`src/rtl/rst_ce_sequencer.sv`:
```
// Sequences the reset and clock-enable lines of a downstream datapath from one-cycle
// software requests, stretching reset, inserting a settle gap and gating enable.
module rst_ce_sequencer #(
    parameter int RST_CYCLES    = 2,
    parameter int SETTLE_CYCLES = 1,
    parameter int CNT_W         = 8
) (
    input  logic             i_clk,
    input  logic             i_rst,
    input  logic             i_rst_req,
    input  logic             i_run_req,
    input  logic             i_halt_req,
    output logic             o_dut_rst,
    output logic             o_dut_ce,
    output logic             o_ready,
    output logic [1:0]       o_state,
    output logic [CNT_W-1:0] o_rst_count
);

    typedef enum logic [1:0] {
        IDLE   = 2'd0,
        RESET  = 2'd1,
        SETTLE = 2'd2,
        RUN    = 2'd3
    } state_t;

    localparam logic [CNT_W-1:0] RST_LAST    = CNT_W'(RST_CYCLES - 1);
    localparam logic [CNT_W-1:0] SETTLE_LAST = CNT_W'((SETTLE_CYCLES > 0) ? SETTLE_CYCLES - 1 : 0);

    generate
        if (RST_CYCLES == 0 || RST_CYCLES >= 2**CNT_W || SETTLE_CYCLES >= 2**CNT_W) begin : g_badParams
            $error("rst_ce_sequencer: RST_CYCLES must be >=1 and both cycle counts must fit in CNT_W bits");
        end
    endgenerate

    state_t           r_state;
    state_t           w_nextState;
    logic [CNT_W-1:0] r_cnt;
    logic [CNT_W-1:0] w_nextCnt;
    logic [CNT_W-1:0] r_rstCount;
    logic             w_seqDone;

    always_ff @(posedge i_clk) begin
        if (i_rst) begin
            r_state    <= RESET;
            r_cnt      <= '0;
            r_rstCount <= '0;
        end else begin
            r_state <= w_nextState;
            r_cnt   <= w_nextCnt;
            if (w_seqDone && r_rstCount != {CNT_W{1'b1}}) begin
                r_rstCount <= r_rstCount + 1'b1;
            end
        end
    end

    // A reset request restarts the count from any state; other requests only act in IDLE/RUN.
    always_comb begin
        w_nextState = r_state;
        w_nextCnt   = r_cnt;
        w_seqDone   = 1'b0;
        if (i_rst_req) begin
            w_nextState = RESET;
            w_nextCnt   = '0;
        end else begin
            case (r_state)
                IDLE: begin
                    if (!i_halt_req && i_run_req) begin
                        w_nextState = RUN;
                    end
                end
                RESET: begin
                    if (r_cnt == RST_LAST) begin
                        w_nextCnt = '0;
                        if (SETTLE_CYCLES == 0) begin
                            w_nextState = IDLE;
                            w_seqDone   = 1'b1;
                        end else begin
                            w_nextState = SETTLE;
                        end
                    end else begin
                        w_nextCnt = r_cnt + 1'b1;
                    end
                end
                SETTLE: begin
                    if (r_cnt == SETTLE_LAST) begin
                        w_nextCnt   = '0;
                        w_nextState = IDLE;
                        w_seqDone   = 1'b1;
                    end else begin
                        w_nextCnt = r_cnt + 1'b1;
                    end
                end
                RUN: begin
                    if (i_halt_req) begin
                        w_nextState = IDLE;
                    end
                end
                default: begin
                    w_nextState = IDLE;
                end
            endcase
        end
    end

    always_comb begin
        o_dut_rst   = (r_state == RESET);
        o_dut_ce    = (r_state == RUN);
        o_ready     = (r_state == IDLE);
        o_state     = r_state;
        o_rst_count = r_rstCount;
    end

endmodule

```
`config.mk`:
```
export PLATFORM = sky130hd
export DESIGN_NAME = rst_ce_sequencer
export DESIGN_NICKNAME = d
export VERILOG_FILES = /design/src/rtl/rst_ce_sequencer.sv
export SDC_FILE = /design/constraint.sdc
export NUM_CORES = 1
export LEC_CHECK = 0
export CAP_MARGIN = 5
export CORE_MARGIN = 1
export CORE_UTILIZATION = 40
export DETAILED_ROUTE_END_ITERATION = 12
export PLACE_DENSITY = 0.66
export SYNTH_ARGS = -nofsm -noshare
export SYNTH_HDL_FRONTEND = slang
export SYNTH_SLANG_ARGS = --single-unit
```
`constraint.sdc`:
```
create_clock -name i_clk -period 6.4 [get_ports i_clk]
set_input_delay 0.64 -clock i_clk [delete_from_list [all_inputs] [get_ports i_clk]]
set_output_delay 0.64 -clock i_clk [all_outputs]
set_load 0.03 [all_outputs]
```
==> results of run 1 <==
==> power breakdown <==
part           switching (W)  leakage (nW)  internal, W
Combinational      0.0000893         0.301    0.0000700
Clock              0.0000356        0.0210    0.0000347
Sequential         0.0000135         0.145     0.000121
==> cell usage after synthesis <==
cell       instances  area share
or2_2              1      0.0060
a311o_1            1      0.0096
o31ai_1            2       0.014
or3_1              2       0.012
a221oi_1           1      0.0084
nor2_1            13       0.047
xnor2_1            1      0.0084
mux2i_1            1      0.0096
nor3_1             5       0.024
nor2b_1            4       0.024
nand2b_1           1      0.0060
o21ai_0            7       0.034
nand2_1            5       0.018
buf_6              1       0.011
inv_1              7       0.025
a21o_1             1      0.0072
a21oi_1            5       0.024
nor4_1             2       0.012
a2bb2oi_1          1      0.0084
mux2_1             1       0.011
o22ai_1            1      0.0060
a2111oi_0          1      0.0084
nand3_1            5       0.024
and3_1             1      0.0060
a211oi_1           1      0.0072
and4_2             1      0.0096
nand3b_1           2       0.014
nor3b_1            1      0.0072
ha_1               8       0.096
xor2_1             6       0.050
dfxtp_1           18        0.35
clkbuf_1           2      0.0072
nand4_1            4       0.024
mux2_2             2       0.022
and4_1             1      0.0084
or4_1              3       0.022
or4_4              2       0.022
==> sequential cells by signal, indices dropped and copies added, names as in the netlist <==
| register | flops |
|---|---|
| o_rst_count | 8 |
| o_state | 2 |
| r_cnt | 8 |
==> worst max path at each step <==
| stage | startpoint | end |
|---|---|---|
| finish | o_state[0] | o_dut_ce |
| global route | o_state[0] | o_dut_ce |
| CTS | o_state[0] | o_dut_ce |
| detailed placement | i_rst_req | o_rst_count[5] |
| global placement | i_rst_req | o_rst_count[5] |
| floorplan | r_cnt[3] | o_rst_count[5] |
==> cells by family (layout without fill, tap and decap cells) <==
| family | after synthesis | in the layout |
|---|---|---|
| compound gates | 21 | 21 |
| xor+xnor | 7 | 7 |
| fa+ha+maj | 8 | 8 |
| buf+inv | 10 | 28 |
| flops | 18 | 18 |
| mux | 4 | 4 |
| simple gates | 53 | 53 |
==> stage by stage <==
step / cell area, µm² / setup slack (ps)
global placement: 1230 / 3870
floorplan: 1040 / 4170
finish: 1270 / 4040
global route: 1270 / 3970
CTS: 1270 / 4030
detailed placement: 1230 / 3780
==> final cells by class <==
cell class | instances | area [µm²]
Inverter | 7 | 26.3
Timing Repair Buffer | 17 | 170
Sequential cell | 18 | 360
Multi-Input combinational cell | 93 | 636
Fill cell | 260 | 1210
Clock buffer | 4 | 36.3
Tap cell | 30 | 37.5
==> worst max-delay path: stages (launching register included) <==
cell and delay (ps):
dfxtp_1 440, ha_1 280, clkdlybuf4s50_1 700
==> routing by layer <==
metal,wire length (µm),global-route usage,vias up
met5,0,0,-
li1,-,-,474
met1,981,0.202,431
met2,1020,0.302,11
met4,14,0.0395,0
met3,79,0.0603,2
==> key figures, run 1 <==
Status
  – Status: completed

Global routing
  – GRT Resource Usage Total: 0.174
  – Initial antenna violation count: 0
  – Global-route wire length before repair: 3550 µm
  – Number of global-route vias before repair: about 840
  – GRT Residual Overflow: 0
  – Largest net degree at the start of global routing: 16

STA
  – Max-slew headroom: 0.565
  – Worst-Margin Slew: 648 ps
  – Setup TNS: 0 ps
  – Tmin final: 2360 ps
  – Final Hold Viols: 0
  – RSZ-0062 raised after global routing: false
  – Worst Skew: around 5.3 ps
  – Setup Viol. Count Final: 0
  – Final Max Tran Viols: 0
  – Max Fclk: 423 MHz
  – Hold_ws: 521 ps
  – Tcrit/Tclk final: 0.369

Worst hold path
  – Hold Path Class: reg2reg
  – Hold Path Origin: o_rst_count[6]
  – Hold Crit Depth: 2
  – WHS Endpoint: o_rst_count[6]

Synth
  – Synth warn: 0
  – Cells after Synth: 121
  – Number of distinct library cells after synthesis: 37
  – Multiplexer share of the synthesized area: 0.0421
  – Post-Syn Area: 0.00104 mm²
  – Adder-Cell Fraction of Synth Area: 0.0962
  – Combinational family with the most area after synthesis: simple AND/OR/NAND/NOR gates
  – Post-Synth Simple-Gate Area: 0.286
  – Mapped Nets: about 130
  – Yosys reg bits: 18
  – Synthesized area per cell: 8.60 µm²
  – Xor/xnor cell area share of the yosys netlist: 0.0589
  – Register area share after synthesis: 0.346
  – Synth Area in Compound Gates: 0.127

Floorplan
  – Row count: 18
  – I/O pin cnt: 18
  – Core Box Area: around 0.0025 mm²
  – Full die area: 0.00281 mm²
  – Starting density of the core: 0.420
  – Chip width: 53.0 µm
  – Die Y: 53.0 µm

Clock network
  – Post-CTS sizing: 0
  – Clock sink count: 18
  – Num CTS Buffers: 3
  – H-Tree Depth: 1
  – CTS tree: yes
  – Root Buffer: clkbuf_4
  – Clock buffer depth: 2
  – Hold buffers post-CTS: 0
  – Worst-path clk slew: around 100 ps
  – Worst skew pair latency: approximately 300 ps
  – Setup Fix Bufs, Post-CTS: 0

Setup path
  – WP data required: between 5000 and 6000 ps
  – Worst r2r src: r_cnt[3]
  – R2R Path End: o_rst_count[5]
  – Crit path launch type: register
  – Worst R2R Setup Slack: 4070 ps
  – CP max FO: 5
  – Crit path kind: reg2out
  – Reg2reg path depth: 4
  – Crit path DAT: about 1700 ps
  – Crit. End Element: primary output

Finish
  – Synthesis-to-finish area growth: 21.6%
  – Most common cell after layout, fill and taps aside: dfxtp_1
  – Layout cell share with drive strength beyond 1: 0.0719
  – Fin cells: 169
  – Final core utilization: 0.511
  – Nets: 153
  – Most frequent cells in the layout: dfxtp_1 (18), clkdlybuf4s50_1 (17), nor2_1 (13)
  – # diodes: 0

Place
  – Hpwl dp: 1560 µm
  – Count of input and output buffers: 17
  – Gpl congestion: between 0.7 and 0.8
  – Cells after DPL: 165

Detailed routing
  – Via count: 918
  – Wire length per cell: 12.4 µm
  – ANT nets after route: 0
  – Routed WL: 2090 µm
  – Initial DRT Pass Iterations: 4
  – DRT iter0 DRCs: 11
  – Vias per cell: 5.43
  – DRC: 0

Power
  – Total power: 0.000364 W
  – Worst vdd ir: 0.324 mV
  – Leakage power: 0.467 nW
  – Power per cell area: 288 mW/mm²

Flow run
  – Max-cap check violation count: 0
Note: power is estimated with default switching activity, not from simulation.
==> inputs of run 2 (changes only) <==
PLACE_DENSITY = 0.69   (was 0.66)
clock period = 2 ns   (was 6.4 ns; I/O delays follow)
==> run 2 against run 1 <==
The flow now finishes with violations (setup timing). Global-route usage is 2.5 points higher. Register-to-register slack got worse by 4200 ps. Worst hold slack gained 20 ps.
==> key figures, run 2 (synthesis results as in run 1) <==
Status
  – Status: finished, violations left
  – Failing checks: setup timing

Setup path
  – Crit path launch type: register
  – CP max FO: 5 (unchanged)
  – Crit path kind: reg2reg
  – Worst R2R Setup Slack: -110 ps (-4180 ps)
  – Crit. End Element: register
  – Crit path DAT: 2300 ps (+580 ps)
  – WP data required: 2190 ps (-3570 ps)

Floorplan
  – Starting density of the core: 0.420 (unchanged)
  – Chip width: 53.0 µm (unchanged)
  – Die Y: 53.0 µm (unchanged)
  – Row count: 18 (unchanged)
  – I/O pin cnt: 18 (unchanged)
  – Core Box Area: 0.00248 mm² (unchanged)
  – Full die area: 0.00281 mm² (unchanged)

STA
  – Tmin final: 2110 ps
  – Final Hold Viols: 0 (unchanged)
  – Max Fclk: 474 MHz
  – Tcrit/Tclk final: 1.05
  – Max-slew headroom: 0.716 (+0.151)
  – Hold_ws: 541 ps (+20.0 ps)
  – RSZ-0062 raised after global routing: true
  – Worst-Margin Slew: 422 ps (-226 ps)
  – Setup Viol. Count Final: 5 (+5)
  – Fin worst setup slack: -108 ps (-4140 ps)
  – Worst Skew: 2.43 ps (-2.88 ps)
  – Setup TNS: -365 ps (-365 ps)
  – Final Max Tran Viols: 0 (unchanged)

Finish
  – Nets: 167 (+9.2%)
  – Fill cells: 235 (-9.6%)
  – # diodes: 0 (unchanged)
  – Most common cell after layout, fill and taps aside: clkdlybuf4s50_1
  – Layout cell share with drive strength beyond 1: 0.222 (+0.150)
  – Most frequent cells in the layout: clkdlybuf4s50_1 (17), dfxtp_1 (16), nor2_1 (13), buf_4 (13), ha_1 (8)
  – Final core utilization: 0.578 (+0.0672)
  – Synthesis-to-finish area growth: 37.6%
  – Fin cells: 183 (+8.3%)

Power
  – Switching Share: 0.377 (-0.00275)
  – Sequential power share: 0.341 (-0.028)
  – Leakage power: 0.545 nW (+17%)
  – Power per cell area: 851 mW/mm² (+200%)
  – Worst vdd ir: 0.874 mV (+170%)
  – Sw Pwr: 0.000460 W (+230%)
  – Clock group share of total power: 0.186 (-0.007)
  – Power share of the combinational group: 0.474 (+0.036)
  – Internal power: 0.000759 W (+240%)

Clock network
  – Clock buffer depth: 2 (unchanged)
  – H-Tree Depth: 1 (unchanged)
  – Root Buffer: clkbuf_4
  – Worst skew pair latency: 290 ps (about the same)
  – Clock sink count: 18 (unchanged)
  – Worst-path clk slew: 100 ps (about the same)
  – CTS tree: yes
  – Num CTS Buffers: 3 (unchanged)

Global routing
  – Number of global-route vias before repair: 940 (+12%)
  – GRT Resource Usage Total: 0.199 (+0.0252)
  – Largest net degree at the start of global routing: 13 (-3)
  – GRT Residual Overflow: 0 (unchanged)
  – Initial antenna violation count: 0 (unchanged)
  – Global-route wire length before repair: 4080 µm (+15%)

Flow run
  – Max-cap check violation count: 0 (unchanged)

Detailed routing
  – Initial DRT Pass Iterations: 4 (unchanged)
  – Routed WL: 2390 µm (+14%)
  – Via count: 971 (+5.8%)
  – ANT nets after route: 0 (unchanged)
  – DRC: 0 (unchanged)
  – Vias per cell: 5.31 (-2.3%)
  – DRT iter0 DRCs: 8 (-3)
  – Wire length per cell: 13.0 µm (+5.3%)

Worst hold path
  – Hold Path Class: reg2reg

Place
  – Count of input and output buffers: 17 (unchanged)
  – Gpl congestion: 0.763 (-3.4%)
  – Cells after DPL: 176 (+6.7%)
  – Hpwl dp: 1710 µm (+9.9%)
  – Dpl ws: -86.3 ps (-3860 ps)
run 2: worst max-delay path, cell delays in order, from the launching register on:
cell and delay [ps]:
dfxtp_2 330, or4_4 540, or4_4 540, buf_4 170, nor3_4 120, mux2_4 310
run 2: power groups by stage:
| stage | logic, W | registers (W) | clock network (W) |
|---|---|---|---|
| 2_1_floorplan | 0.000335 | 0.000462 | 0 |
| 6_report | 0.000578 | 0.000415 | 0.000226 |
| 3_5_place_dp | 0.000553 | 0.000424 | 0 |
| 4_1_cts | 0.000555 | 0.000416 | 0.000234 |
| 3_3_place_gp | 0.000536 | 0.000422 | 0 |
| 5_1_grt | 0.000634 | 0.000420 | 0.000248 |
run 2: final timing paths:
| path | startpoint | end | cells after the start |
|---|---|---|---|
| worst max-delay path | r_cnt[6] | o_rst_count[3] | 5 |
| worst min-delay path | o_rst_count[4] | o_rst_count[4] | 2 |
| worst max register to register | r_cnt[6] | o_rst_count[3] | 5 |
| worst min register to register | o_rst_count[4] | o_rst_count[4] | 2 |
run 2: final cells by class:
type	instances	area, µm²	share of cell area
well taps	30	37.5	0.0262
inverters	7	26.3	0.0183
repair buffers	30	268	0.187
flip-flops and latches	18	363	0.253
multi-input cells	94	702	0.490
clock buffers	4	36.3	0.0253
run 2: stage by stage:
| step | cell area (µm²) | total power [W] |
|---|---|---|
| floorplan | 1070 | 0.000797 |
| global placement | 1340 | 0.000958 |
| detailed placement | 1340 | 0.000977 |
| CTS | 1390 | 0.00121 |
| global route | 1430 | 0.00130 |
| finish | 1430 | 0.00122 |
run 2: routing by layer:
layer	wire [µm]	share of wire	vias up	track usage
met3	78	0.033	4	0.0345
met2	1140	0.48	12	0.327
met5	0	0	-	0
met1	1140	0.48	446	0.253
li1	-	-	509	-
met4	20	0.0084	0	0.0833
run 2: what timing repair did:
item	4_1_cts	5_1_grt
pin swaps	0	1
setup endpoints to repair	6	7
hold buffers	0	0
gates cloned	1	0
resized for setup	1	7
setup buffers	1	1
